--- config.mk ---
export PLATFORM = sky130hd
export DESIGN_NAME = ts_module_core
export DESIGN_NICKNAME = d
export VERILOG_FILES = /design/src/rtl/ts_module_core.sv
export SDC_FILE = /design/constraint.sdc
export NUM_CORES = 1
export LEC_CHECK = 0
export CAP_MARGIN = 20
export CORE_ASPECT_RATIO = 1.4
export CORE_MARGIN = 2
export CORE_UTILIZATION = 35
export CTS_CLUSTER_SIZE = 28
export DETAILED_ROUTE_END_ITERATION = 8
export GPL_TIMING_DRIVEN = 0
export MAX_ROUTING_LAYER = met4
export PLACE_DENSITY = 0.65
export SLEW_MARGIN = 20
export SYNTH_ARGS = -nofsm -noshare
export SYNTH_HDL_FRONTEND = slang
export SYNTH_SLANG_ARGS = --single-unit
--- constraint.sdc ---
create_clock -name clock -period 4.2 [get_ports clock]
set_input_delay 0.42 -clock clock [delete_from_list [all_inputs] [get_ports clock]]
set_output_delay 0.42 -clock clock [all_outputs]
set_load 0.02 [all_outputs]
--- src/rtl/ts_module_core.sv ---
// ts_module_core: programmable timebase generator.
// Divides clock into one-cycle tick pulses, counts ticks in a wrapping
// timestamp with a sticky overflow flag, and optionally snapshots the
// timestamp on request.
// Optional feature macro: TS_MODULE_CAPTURE_EN (capture logic present when
// defined; otherwise capture is ignored and cap_value/cap_valid read 0).
module ts_module_core #(
  parameter int CNT_W       = 32,
  parameter int DIV_W       = 16,
  parameter int DEFAULT_DIV = 10
) (
  input  logic             clock,
  input  logic             reset,
  input  logic             enable,
  input  logic             div_load,
  input  logic [DIV_W-1:0] div_value,
  input  logic             capture,
  input  logic             clear_ovf,
  output logic             tick,
  output logic [CNT_W-1:0] ts_count,
  output logic             overflow,
  output logic [CNT_W-1:0] cap_value,
  output logic             cap_valid
);

  logic [DIV_W-1:0] div_reg;
  logic [DIV_W-1:0] pre_reg;
  logic [DIV_W-1:0] div_eff;
  logic             terminal;
  logic             advance;
  logic             wrap;

  // A programmed divider of zero behaves like a divide-by-one.
  assign div_eff  = (div_reg == '0) ? DIV_W'(1) : div_reg;
  assign terminal = (pre_reg == div_eff - DIV_W'(1));
  // A load restarts the period, so it masks a coinciding terminal count.
  assign advance  = enable && !div_load && terminal;
  assign wrap     = advance && (ts_count == {CNT_W{1'b1}});

  // Divider register, prescaler, tick pulse and timestamp counter.
  always_ff @(posedge clock) begin
    if (reset) begin
      div_reg  <= DIV_W'(DEFAULT_DIV);
      pre_reg  <= '0;
      tick     <= 1'b0;
      ts_count <= '0;
    end else if (div_load) begin
      div_reg <= div_value;
      pre_reg <= '0;
      tick    <= 1'b0;
    end else if (enable) begin
      if (terminal) begin
        pre_reg  <= '0;
        tick     <= 1'b1;
        ts_count <= ts_count + CNT_W'(1);
      end else begin
        pre_reg <= pre_reg + DIV_W'(1);
        tick    <= 1'b0;
      end
    end else begin
      tick <= 1'b0;
    end
  end

  // Sticky overflow: a wrap on the same edge as a clear keeps the flag set.
  always_ff @(posedge clock) begin
    if (reset) begin
      overflow <= 1'b0;
    end else if (wrap) begin
      overflow <= 1'b1;
    end else if (clear_ovf) begin
      overflow <= 1'b0;
    end
  end

`ifdef TS_MODULE_CAPTURE_EN
  // Snapshot the timestamp as seen before this edge's increment.
  always_ff @(posedge clock) begin
    if (reset) begin
      cap_value <= '0;
      cap_valid <= 1'b0;
    end else begin
      cap_valid <= capture;
      if (capture) begin
        cap_value <= ts_count;
      end
    end
  end
`else
  logic unused_capture;
  assign unused_capture = capture;
  assign cap_value      = '0;
  assign cap_valid      = 1'b0;
`endif

endmodule

==> results.toml, run 1 <==
[outcome]
status = "completed"

[logic_synthesis]
syn_avg_cell_area_sq_um = 8.39
syn-instance-count = 443
synth.lib_cells_used.distinct = 55
ys_async_sr_fraction = 0
yosysWarnings = 0
synth-seq-area-share = 0.355
synth.ff_latch_count = 66
netlist_area_sq_um = 3720
synthFlopType = "sky130_fd_sc_hd__dfxtp_1"
synth_enable_flop_cells = 0

[floorplanning]
core_sq_um = 10300
die_h_microns = 126
floorplan.io_pins = 89
fp.dieArea_sq_um = 11500
fp-row-count = 44
floorplan.initialDensity = 0.359
die_w_microns = 91.1

[clocking]
cts.hold.buffers_added = 0
cts_made_buffers = 9
h-tree-depth = 3
cts_max_path_bufs = 2
cts_root_buffer = "sky130_fd_sc_hd__clkbuf_16"
cts_num_sinks = 66
tritoncts = "yes"
latest_clock_arrival_within_the_worst_skew_pair_ns = 0.33
clkSlewWorstSetupHoldPaths_ns = 0.05

[pwr]
cellLeakagePower_uw = 0.00178
power.ir.vdd_worst_uv = 199
power_per_cell_area_nw_per_um2 = 327

[timing]
slew_at_the_pin_with_the_worst_max_slew_slack_ns = 0.753
finalWorstPathRequiredPeriod_ns = 3.95
number_of_failing_setup_endpoints_in_the_final_timing_report = 0
slew_violations = 0
grt_setup_unrepaired = "no"
fin_tns_setup_ns = 0
timing.max_slew.rel_slack = 0.494
post_route_clock_period_utilization = 0.941
worst_clock_skew_ns = 0.00734
final-hold-violation-count = 0
timing.fmax_mhz = 253

[worst_hold_path]
hold_start = "ts_count[29]"
holdCritPathClass = "register to register"
worstHoldPathCells = 2
holdPathEnd = "ts_count[29]"

[finish]
drive_gt1_frac = 0.127
fill_cells = 1037
antenna_cells_inserted = 0
largest_reg_flops = 32
final_design_area_no_fill_sq_um = 4890
fin_nets = 566
flow.area_growth_from_synthesis_pct = 31.5

[placed_design]
io_buffer_count = 54
half_perimeter_wire_length_of_the_detailed_placement_result_mm = 7.26
postPlaceCellArea_sq_um = 4550
routabilityCongestion = 0.886

[global_routing]
number_of_antenna_violations_at_the_first_check_in_global_routing = 0
first_global_vias = 3242
grt_start_max_net_pins = 11
globalRoute.totalOverflow = 0
global_route_wire_length_before_repair_mm = 15.7
global_route.usage.total = 0.176

[setup_path]
worstSetupPathType = "register to register"
startpoint_type = "register"
reg2reg_end = "ts_count[15]"
crit_path_max_fanout = 7
critPathRequiredTime_ns = 4.46
cp.arrival_ns = 4.21
critical_path.reg2reg.startpoint = "div_reg[4]"
worst-r2r-cell-count = 15
critical_path.endpoint_type = "register"
timing.reg2reg.setup_slack_ns = 0.25

[drt]
final_antenna_net_count = 0
dr.pass1.iters = 4
drc = 0
drt-vias-per-instance = 4.89
routedWlPerCell_microns = 14.0
first_iter_violations = 102
vias = 3339
wirelength_mm = 9.54

[run]
drv.max_cap_violation_count = 0
[layer usage]
layer / wire length [microns] / part of all wire / vias up / track usage
li1: - / - / 1686 / -
met1: 3930 / 0.41 / 1552 / 0.194
met2: 5080 / 0.53 / 90 / 0.309
met3: 388 / 0.041 / 11 / 0.0419
met4: 136 / 0.014 / 0 / 0.0570
met5: 0 / 0 / - / -
[Yosys cell counts, drive strengths merged, types with 4 or more instances]
library cell,number,area share
o21ai,8,0.011
a21oi,22,0.030
and2,4,0.0067
nor4,18,0.035
nand3,22,0.030
nand2,22,0.022
nor3,16,0.026
xor2,16,0.038
nand4,9,0.015
buf,37,0.075
nor2,53,0.054
dfxtp,66,0.36
inv,18,0.018
or2,4,0.0067
o31ai,9,0.018
mux2i,16,0.043
or4,9,0.020
xnor2,31,0.073
clkbuf,12,0.012
or3,8,0.015
[report_power, final]
part           total [uW]  internal (uW)  switching [uW]
registers             651            637            14.1
logic                 181           80.4             101
clock network         766            504             262
[critical path, cell delays in order, from the launching register on]
cell	delay, ns
sky130_fd_sc_hd__dfxtp_1	0.30
sky130_fd_sc_hd__buf_6	0.13
sky130_fd_sc_hd__or4_4	0.58
sky130_fd_sc_hd__nor3_4	0.24
sky130_fd_sc_hd__nand2_1	0.08
sky130_fd_sc_hd__nor2_1	0.15
sky130_fd_sc_hd__nor2_1	0.06
sky130_fd_sc_hd__ha_1	0.22
sky130_fd_sc_hd__or3b_2	0.25
sky130_fd_sc_hd__nor4_1	0.07
sky130_fd_sc_hd__xnor2_1	0.14
sky130_fd_sc_hd__nand2_1	0.09
sky130_fd_sc_hd__a2111o_1	0.44
sky130_fd_sc_hd__or3_4	0.48
sky130_fd_sc_hd__or4_1	0.48
sky130_fd_sc_hd__a21oi_1	0.15
[area by class of cell]
type,count,area [sq um],share of cell area
plain buffers,49,325,0.0666
clock buffers,13,270,0.0553
clock inverters,2,35.0,0.00717
inverters,18,67.6,0.0138
multi-input cells,342,2150,0.439
flip-flops and latches,66,1320,0.270
well taps,138,173,0.0353
repair buffers,55,548,0.112
[metrics by stage]
stage	hold slack [ns]	std cells	worst slack, ns	utilization	power, uW
6_report	0.493	683	0.248	0.472	1600
5_1_grt	0.539	683	0.0211	0.472	1660
4_1_cts	0.499	682	0.0774	0.469	1610
3_5_place_dp	0.491	667	0.122	0.440	839
3_3_place_gp	0.484	667	0.138	0.440	838
2_1_floorplan	0.501	475	0.674	-	793
[how the worst max path moves through the flow]
| stage | to | slack (ns) | startpoint | depth (start not counted) |
|---|---|---|---|---|
| 6_report | ts_count[15] | 0.25 | div_reg[4] | 15 |
| 4_1_cts | pre_reg[5] | 0.08 | div_reg[10] | 15 |
| 2_1_floorplan | ts_count[29] | 0.67 | div_reg[4] | 16 |
| 3_3_place_gp | pre_reg[5] | 0.14 | div_reg[10] | 15 |
| 3_5_place_dp | pre_reg[5] | 0.12 | div_reg[10] | 15 |
| 5_1_grt | ts_count[14] | 0.02 | div_reg[10] | 15 |
[logic make-up after synthesis]
family,after synthesis,synth area share
and+or+nand+nor,181,0.262
buffers and inverters,67,0.105
DFF,66,0.355
AOI/OAI and AO/OA,62,0.113
xor gates and xnor gates,47,0.111
muxes,16,0.0431
adders and majority gates,3,0.0101
other,1,0.00101
[timing repair]
| action | CTS | global route |
|---|---|---|
| resized for setup | 0 | 8 |
| buffers inserted | 0 | 1 |
| setup endpoints to repair | 0 | 21 |
[placed cells by master (no fill, tap or decap), drive strengths merged, types with 8 or more instances in the layout]
cell type / Yosys / final
nor4: 18 / 18
inv: 18 / 18
or4: 9 / 9
nand2: 22 / 22
nand3: 22 / 22
xnor2: 31 / 31
clkdlybuf4s50: 0 / 54
dfxtp: 66 / 66
o21ai: 8 / 8
or3: 8 / 8
mux2i: 16 / 16
nand4: 9 / 9
nor2: 53 / 53
nor3: 16 / 16
xor2: 16 / 16
conb: 1 / 33
a21oi: 22 / 22
buf: 37 / 38
clkbuf: 12 / 25
o31ai: 9 / 9
No activity file was read; power rests on OpenSTA's default activity.
==> inputs of run 2 (changes only) <==
--- a/config.mk
+++ b/config.mk
@@ -9,6 +9,7 @@
 export CORE_ASPECT_RATIO = 1.4
 export CORE_MARGIN = 2
 export CORE_UTILIZATION = 35
+export CTS_CLUSTER_DIAMETER = 200
 export CTS_CLUSTER_SIZE = 28
 export DETAILED_ROUTE_END_ITERATION = 8
 export GPL_TIMING_DRIVEN = 0
==> results of run 2 <==
Final layout, timing and power as in run 1 (identical DEF).
